<file path="config.mk">
export PLATFORM = sky130hd
export DESIGN_NAME = mips_hilo_muldiv
export DESIGN_NICKNAME = d
export VERILOG_FILES = /design/src/rtl/mips_hilo_muldiv.sv
export SDC_FILE = /design/constraint.sdc
export NUM_CORES = 1
export LEC_CHECK = 0
export BUFFER_PORTS_ARGS = -buffer_cell sky130_fd_sc_hd__buf_2
export CAP_MARGIN = 20
export CELL_PAD_IN_SITES_DETAIL_PLACEMENT = 0
export CELL_PAD_IN_SITES_GLOBAL_PLACEMENT = 1
export CORE_ASPECT_RATIO = 1.4
export CORE_MARGIN = 5
export CORE_UTILIZATION = 35
export DETAILED_ROUTE_END_ITERATION = 8
export PLACE_DENSITY = 0.71
export SLEW_MARGIN = 30
export SYNTH_ARGS = -nofsm -noshare
export SYNTH_HDL_FRONTEND = slang
export SYNTH_SLANG_ARGS = --single-unit
</file>
<file path="constraint.sdc">
create_clock -name CLK -period 3.6 [get_ports CLK]
set_input_delay 0.54 -clock CLK [delete_from_list [all_inputs] [get_ports CLK]]
set_output_delay 0.54 -clock CLK [all_outputs]
set_load 0.01 [all_outputs]
</file>
<file path="src/rtl/mips_hilo_muldiv.sv">
// mips_hilo_muldiv: iterative 33-cycle MULT/MULTU/DIV/DIVU unit owning HI/LO,
// with MTHI/MTLO writes accepted only while idle.
module mips_hilo_muldiv (
    input  logic        CLK,
    input  logic        rst,
    input  logic        start,
    input  logic [1:0]  op,
    input  logic [31:0] rs_data,
    input  logic [31:0] rt_data,
    input  logic        mthi,
    input  logic        mtlo,
    output logic        busy,
    output logic        done,
    output logic [31:0] hi,
    output logic [31:0] lo
);
    localparam logic [1:0] IDLE = 2'd0;
    localparam logic [1:0] RUN  = 2'd1;
    localparam logic [1:0] FIN  = 2'd2;
    logic [1:0]  state;
    logic [4:0]  cnt;
    logic        is_div, neg_q, neg_r;
    logic [31:0] s, w;
    logic [63:0] acc;
    logic        rs_neg, rt_neg, div_zero, ge;
    logic [31:0] rs_mag, rt_mag, quo, rem;
    logic [32:0] add, rem_t, sub;
    logic [63:0] prod;
    // s holds the static operand (multiplicand or divisor), w the shifting one
    // (multiplier consumed LSB-first, or dividend consumed MSB-first as quotient fills in).
    always_comb begin
        rs_neg   = !op[0] && rs_data[31];
        rt_neg   = !op[0] && rt_data[31];
        rs_mag   = rs_neg ? -rs_data : rs_data;
        rt_mag   = rt_neg ? -rt_data : rt_data;
        div_zero = op[1] && (rt_data == 32'd0);
        add      = {1'b0, acc[63:32]} + {1'b0, (w[0] ? s : 32'd0)};
        rem_t    = {acc[63:32], w[31]};
        sub      = rem_t - {1'b0, s};
        ge       = rem_t >= {1'b0, s};
        prod     = neg_q ? -acc : acc;
        quo      = neg_q ? -w : w;
        rem      = neg_r ? -acc[63:32] : acc[63:32];
    end
    always_ff @(posedge CLK or negedge rst) begin
        if (!rst) begin
            state  <= IDLE;
            cnt    <= 5'd0;
            is_div <= 1'b0;
            neg_q  <= 1'b0;
            neg_r  <= 1'b0;
            s      <= 32'd0;
            w      <= 32'd0;
            acc    <= 64'd0;
            busy   <= 1'b0;
            done   <= 1'b0;
            hi     <= 32'd0;
            lo     <= 32'd0;
        end else begin
            done <= state == FIN;
            if (state == IDLE) begin
                if (start) begin
                    state  <= RUN;
                    busy   <= 1'b1;
                    cnt    <= 5'd0;
                    acc    <= 64'd0;
                    is_div <= op[1];
                    s      <= op[1] ? rt_mag : rs_mag;
                    // divide by zero keeps the raw dividend so it falls out as HI unmodified
                    w      <= op[1] ? (div_zero ? rs_data : rs_mag) : rt_mag;
                    neg_q  <= !div_zero && (rs_neg ^ rt_neg);
                    neg_r  <= !div_zero && rs_neg;
                end else begin
                    if (mthi) hi <= rs_data;
                    if (mtlo) lo <= rs_data;
                end
            end else if (state == RUN) begin
                cnt <= cnt + 5'd1;
                if (cnt == 5'd31) state <= FIN;
                if (is_div) begin
                    acc[63:32] <= ge ? sub[31:0] : rem_t[31:0];
                    w          <= {w[30:0], ge};
                end else begin
                    acc <= {add, acc[31:1]};
                    w   <= w >> 1;
                end
            end else begin
                state <= IDLE;
                busy  <= 1'b0;
                hi    <= is_div ? rem : prod[63:32];
                lo    <= is_div ? quo : prod[31:0];
            end
        end
    end
endmodule

</file>
==> impl_results.md, run 1 <==
* Most frequent cells in the layout: 233 x nor2_1, 228 x nand2_1, 224 x o21ai_0
* Dominant synthesized flop cell: dfrtp_1
* Latest clock arrival within the worst-skew pair at between 0.5 and 0.6 ns
* Internal at 11.4 mW
* Hold Crit Class: in2reg
* DRC Markers at 0
* Htree depth at 1
* Register share of total power at 19.5%
* Fin crit share at 96.5%
* ANT nets after route at 0
* Clock transition at the registers of the reported paths at 0.06 ns
* Sw Ratio at 51.7%
* FMAX at 0.288 GHz
* CTS Buf Count at 25
* Ys async rst share at between 90% and 100%
* Post-Syn Area at 17400 um2
* Design area at 20300 um2
* Die area at 54400 um2
* Routed WL at 76800 um
* Final worst-path setup slack at 0.126 ns
* Post-Synthesis Cells at 2219
* Tot GR Track Use at 27.3%
* Antenna violations before repair at 3
* CTS sink count at 204
* Distinct cells, synth at between 80 and 90
* Share of layout cells above drive strength 1 at 15.2%
* Worst setup path class: reg2reg
* Initial DRC count at 1305
* Fin. max-slew vios at 0
* Vias per cell at between 5 and 6
* Max-cap violations at 0
* Vias in the first global route at 17600
* Via Count at 17800
* Sequential fraction of the synthesis area at 29.3%
* Cells after DPL at 2964
* Clock skew at 0.0357 ns
* Critical Path Source Type: flip-flop
* Worst path required time at 3.97 ns
* DP HPWL at 60000 um
* Placed inst area at 19400 um2
* First-pass GRT wire length at 113000 um
* Worst Setup End Kind: flip-flop
* Unrepaired setup endpoints after global routing: no
* Register bit total from synthesis at 204
* GPL Wtd Cong at 0.948
* Grt ovf at 0
* IO Port Bufs at ~140
* CTS tree: done
* Most common cell after layout, fill and taps aside: nor2_1
* Max-slew headroom at 33.6%
* Initial Util at 35.5%
* Clock Tree Root: clkbuf_16
* Worst IR Drop VDD at 0.000814 V
* NetSw at 12.2 mW
* Routed wire length per instance at between 20 and 30 um
* Yosys Warn Count at 0
* # IOs at approximately 140
* Row count at 96
* DRT Pass-1 Iters at 7
* Post-Syn Nets at between 2000 and 2500
* Largest net degree at the start of global routing at 119
* P&R area growth vs syn at 16.4%
* Clock power share at 11.5%
* Final setup violation count at 0
* Combinational group share of total power at between 60% and 70%
* Area leader, netlist: dfrtp_1
* Filler-free cell count of the finished design at 3011
* Number of enable flip-flop cells after synthesis at 0
* Die width at 199 um
* Avg Cell Area, Syn at between 7 and 8 um2
* Final Hold Viols at 0
* Outcome: finished clean
* Die Ht at around 270 um
* Worst-Margin Slew at roughly 1 ns
* # nets final at 2501
* WP data arrival at 3.84 ns
* Core area at between 40000 and 50000 um2
* Leakage at 8.88 nW
* PD cells at 1160 nW/um2
* Dpl ws at 0.0875 ns
* Fillers at between 5000 and 6000
* Top cells by area, synth: dfrtp_1 29%, o21ai_0 6.5%, xnor2_1 5.7%
* Minimum clock period at 3.47 ns
* Max Buffers Root-to-Sink at 3
* Critical path peak fanout at 18
* Share of the synthesized area in the top cell type at between 20% and 30%
* Setup TNS Final at 0 ns
[path summary, 6_finish.rpt]
check / from / slack [ns] / to / cells after the start
hold / removal: op[0] / 0.36 / neg_q$_DFFE_PN0P_ / 2
max in group asynchronous: rst / 2.33 / hi[11]$_DFFE_PN0P_ / 3
hold reg to reg: hi[16]$_DFFE_PN0P_ / 0.47 / hi[16]$_DFFE_PN0P_ / 2
min in group asynchronous: rst / 0.51 / lo[18]$_DFFE_PN0P_ / 2
setup / recovery: w[0]$_DFFE_PN0P_ / 0.13 / acc[60]$_DFFE_PN0P_ / 14
setup reg to reg: w[0]$_DFFE_PN0P_ / 0.13 / acc[60]$_DFFE_PN0P_ / 14
[sequential cells by signal, indices dropped and copies added, names as in the netlist, 2 cells and up]
signal / cells
acc: 64
hi: 32
lo: 32
s: 32
w: 32
cnt: 5
state: 2
[cells by family (layout without fill, tap and decap cells)]
kind of cell	count (synthesis)	in the layout	synth area share, %
AOI/OAI and AO/OA	740	740	27.1
xor gates and xnor gates	219	219	11.0
adders and majority gates	73	73	5.33
buffers and inverters	218	372	5.10
DFF	204	204	29.3
muxes	47	47	2.83
other	0	1	0
and+or+nand+nor	718	718	19.3
[layout make-up]
cell class	instances	area, um2	area share [%]
multi-input combinational	1797	11500	56.7
sequential	204	5110	25.2
timing repair buffer	263	1790	8.80
tap	637	797	3.93
clock buffer	29	651	3.21
inverter	66	248	1.22
clock inverter	14	194	0.956
antenna	1	2.50	0.0123
[synthesized netlist by cell type, drive strengths merged, types with 12 or more instances]
| cell type | count |
|---|---|
| o21ai | 244 |
| nor2 | 238 |
| nand2 | 229 |
| dfrtp | 204 |
| a21oi | 195 |
| clkbuf | 127 |
| xnor2 | 113 |
| xor2 | 106 |
| ha | 71 |
| inv | 66 |
| mux2i | 38 |
| nand3 | 38 |
| o31ai | 37 |
| nor3 | 36 |
| a22o | 32 |
| buf | 25 |
| or3 | 25 |
| a211oi | 23 |
| nand2b | 23 |
| a31oi | 22 |
| and3 | 21 |
| nor4 | 19 |
| o41ai | 18 |
| and2 | 17 |
| nor2b | 16 |
| o21a | 16 |
| or4 | 16 |
| o211ai | 15 |
| a21o | 14 |
| a22oi | 14 |
| nand4 | 13 |
| a221o | 12 |
[power groups by stage]
| stage | clock network (mW) | logic [mW] | registers [mW] |
|---|---|---|---|
| 6_report | 2.69 | 16.2 | 4.58 |
| 5_1_grt | 2.82 | 17.6 | 4.70 |
| 4_1_cts | 2.73 | 16.1 | 4.55 |
| 3_3_place_gp | 0 | 15.9 | 4.56 |
| 3_5_place_dp | 0 | 16.0 | 4.58 |
| 2_1_floorplan | 0 | 10.2 | 4.32 |
[metal layers]
metal,part of all wire [%],track usage (%),wire [um],up-vias
li1,-,-,-,8276
met1,37,31.2,28800,8638
met2,49,47.6,37400,696
met3,5.6,3.10,4290,216
met4,8.4,17.9,6420,0
met5,0,0,0,-
[critical path, stage by stage, from the launching register on]
cell,delay (ns)
dfrtp_1,0.39
inv_1,0.14
buf_12,0.18
nor2_1,0.05
ha_1,0.37
and3_1,0.30
and3_1,0.20
o211ai_1,0.11
a211oi_1,0.52
o211ai_1,0.17
a31oi_1,0.20
buf_4,0.17
a21oi_1,0.08
mux2i_1,0.25
o21ai_0,0.13
[what timing repair did]
action	4_1_cts	5_1_grt
setup buffers	0	0
endpoints found under the hold margin	0	35
hold buffers	0	1
gates resized for setup	0	5
setup endpoints to repair	0	5
[metrics by stage]
stage               hold slack (ns)  total power, mW  utilization, %
floorplan                     0.244             14.5               -
global placement              0.459             20.4            39.4
detailed placement            0.464             20.6            39.4
CTS                           0.146             23.3            41.1
global route                  0.368             25.1            41.3
finish                        0.361             23.5            41.3
Power figures use the tool's default switching activity.
==> run 2, diff against run 1 <==
--- a/config.mk
+++ b/config.mk
@@ -14,6 +14,7 @@
 export CORE_UTILIZATION = 35
 export DETAILED_ROUTE_END_ITERATION = 8
 export PLACE_DENSITY = 0.71
+export REMOVE_ABC_BUFFERS = 1
 export SLEW_MARGIN = 30
 export SYNTH_ARGS = -nofsm -noshare
 export SYNTH_HDL_FRONTEND = slang
==> impl_results.md, run 2 (same netlist as run 1, synthesis figures left out) <==
* Outcome: complete, but fails checks
* Violated checks: negative hold slack
* DP HPWL at 54900 um (-8.5%)
* Clock Tree Root: clkbuf_16
* Cells after DPL at 2975 (+0.37%)
* Htree depth at 1 (unchanged)
* Die area at 54400 um2 (unchanged)
* CTS sink count at 204 (unchanged)
* DRT Pass-1 Iters at 5 (-2)
* DRC Markers at 0 (unchanged)
* Design area at 20200 um2 (-0.57%)
* Max reg flops at 64 (unchanged)
* Minimum clock period at 3.34 ns (-0.132 ns)
* Filler-free cell count of the finished design at 3015 (+0.13%)
* GPL Wtd Cong at 1.00 (+5.8%)
* # hold bufs at CTS at 0 (unchanged)
* Worst IR Drop VDD at 0.000525 V (-35%)
* PD cells at 1120 nW/um2 (-2.9%)
* Hold WS at -0.0119 ns (-0.373 ns)
* CTS Buf Count at 23 (-8.0%)
* Unrepaired setup endpoints after global routing: no
* P&R area growth vs syn at 15.8%
* Leakage at 8.85 nW (-0.36%)
* Diode count at 0 (-1)
* Tot GR Track Use at 24.8% (-2.4 points)
* Fin. max-slew vios at 0 (unchanged)
* Via Count at 17400 (-2.6%)
* PnR Total Power at 22.7 mW (-3.5%)
* Latest clock arrival within the worst-skew pair at 0.55 ns (about the same)
* Hold Crit Class: in2async
* Initial DRC count at 1128 (-14%)
* Row count at 96 (unchanged)
* Routed wire length per instance at 23.1 um (-9.3%)
* Largest net degree at the start of global routing at 94 (-21%)
* Worst path required time at 4.02 ns (+0.05 ns)
* Final setup violation count at 0 (unchanged)
* Max-slew headroom at 35.4% (+1.8 points)
* Core area at 49100 um2 (unchanged)
* Placed inst area at 19400 um2 (+0.17%)
* Max Buffers Root-to-Sink at 3 (unchanged)
* Fin crit share at 92.8% (-3.7 points)
* Final Hold Viols at 4 (+4)
* IO Port Bufs at 136 (unchanged)
* Worst-Margin Slew at 0.969 ns (-0.0274 ns)
* Routed WL at 69800 um (-9.2%)
* Setup TNS Final at 0 ns (unchanged)
* Worst Setup End Kind: flip-flop
* Grt ovf at 0 (unchanged)
* Clock skew at 0.0277 ns (-0.00798 ns)
* Antenna violations before repair at 1 (-2)
* Vias in the first global route at 17200 (-2.3%)
* First-pass GRT wire length at 105000 um (-7.0%)
* # IOs at 137 (unchanged)
* Vias per cell at 5.76 (-2.8%)
* Die Ht at 274 um (unchanged)
* Critical path peak fanout at 13 (-5)
* # nets final at 2507 (+0.24%)
* Most common cell after layout, fill and taps aside: nor2_1
* Clock transition at the registers of the reported paths at 0.06 ns (about the same)
* Most frequent cells in the layout: 232 x nor2_1, 228 x nand2_1, 225 x o21ai_0
* Critical Path Source Type: flip-flop
* Largest reg by FF count: acc
* Share of layout cells above drive strength 1 at 15.2% (about the same)
* WP data arrival at 3.76 ns (-0.08 ns)
* Initial Util at 35.5% (unchanged)
* Max-cap violations at 0 (unchanged)
* Die width at 199 um (unchanged)
* ANT nets after route at 0 (unchanged)
* CTS tree: done
* Fillers at 5059 (+0.30%)
* Worst setup path class: reg2reg
* FMAX at 0.299 GHz (+3.9%)
==> run 2: cell types whose count changed in the layout (fill, tap and decap cells not counted), moves of 3 or more <==
cell	change
buf_4	+14
clkbuf_1	+4
clkinv_4	-4
buf_12	-3
==> run 2: layout make-up <==
type / instances / area [um2] / share of cell area [%]
Clock buffer: 33 / 643 / 3.19
Clock inverter: 7 / 116 / 0.577
Inverter: 66 / 248 / 1.23
Timing Repair Buffer: 271 / 1770 / 8.76
Tap cell: 637 / 797 / 3.95
Multi-Input combinational cell: 1797 / 11500 / 57.0
Sequential cell: 204 / 5110 / 25.3
==> run 2: repair_timing <==
item                                    CTS  global route
endpoints found under the hold margin     0             0
gates resized for setup                   0             7
setup buffers                             0             0
endpoints found under the setup margin    0             5
==> run 2: worst max-delay path, cell delays in order, from the launching register on <==
cell      delay [ns]
dfrtp_2         0.45
inv_2           0.13
buf_12          0.15
nor2_1          0.05
ha_1            0.28
buf_4           0.15
a21oi_1         0.15
o21ai_0         0.15
a21oi_1         0.32
a211oi_1        0.14
buf_4           0.16
o211ai_1        0.21
a31oi_1         0.11
buf_4           0.16
a311oi_1        0.34
xor2_1          0.17
o21ai_0         0.09
==> run 2: path summary, 6_finish.rpt <==
kind	start	endpoint	slack, ns	cells after the start
worst max-delay path	w[0]$_DFFE_PN0P_	acc[62]$_DFFE_PN0P_	0.26	16
worst min-delay path	rst	lo[7]$_DFFE_PN0P_	-0.01	1
worst max register to register	w[0]$_DFFE_PN0P_	acc[62]$_DFFE_PN0P_	0.26	16
worst min register to register	hi[5]$_DFFE_PN0P_	hi[5]$_DFFE_PN0P_	0.48	2
max in group asynchronous	rst	hi[29]$_DFFE_PN0P_	2.68	2
min in group CLK	op[0]	neg_q$_DFFE_PN0P_	0.31	2
==> run 2: per-stage QoR <==
step	setup WS, ns	util [%]
global placement	0.207	39.5
detailed placement	0.150	39.5
floorplan	-2.07	-
finish	0.258	41.1
global route	0.0307	41.1
CTS	0.131	41.0
==> run 2: routing by layer <==
| layer | track usage [%] | wire, um | vias up |
|---|---|---|---|
| li1 | - | - | 8280 |
| met4 | 10.6 | 3210 | 2 |
| met2 | 44.8 | 35600 | 493 |
| met3 | 2.20 | 2680 | 130 |
| met1 | 30.0 | 28300 | 8453 |
| met5 | 0 | 20 | - |
==> run 2: power by group <==
part / internal [mW] / switching (mW)
registers: 3.35 / 1.22
clock network: 1.45 / 1.04
logic: 6.37 / 9.26
total: 11.2 / 11.5
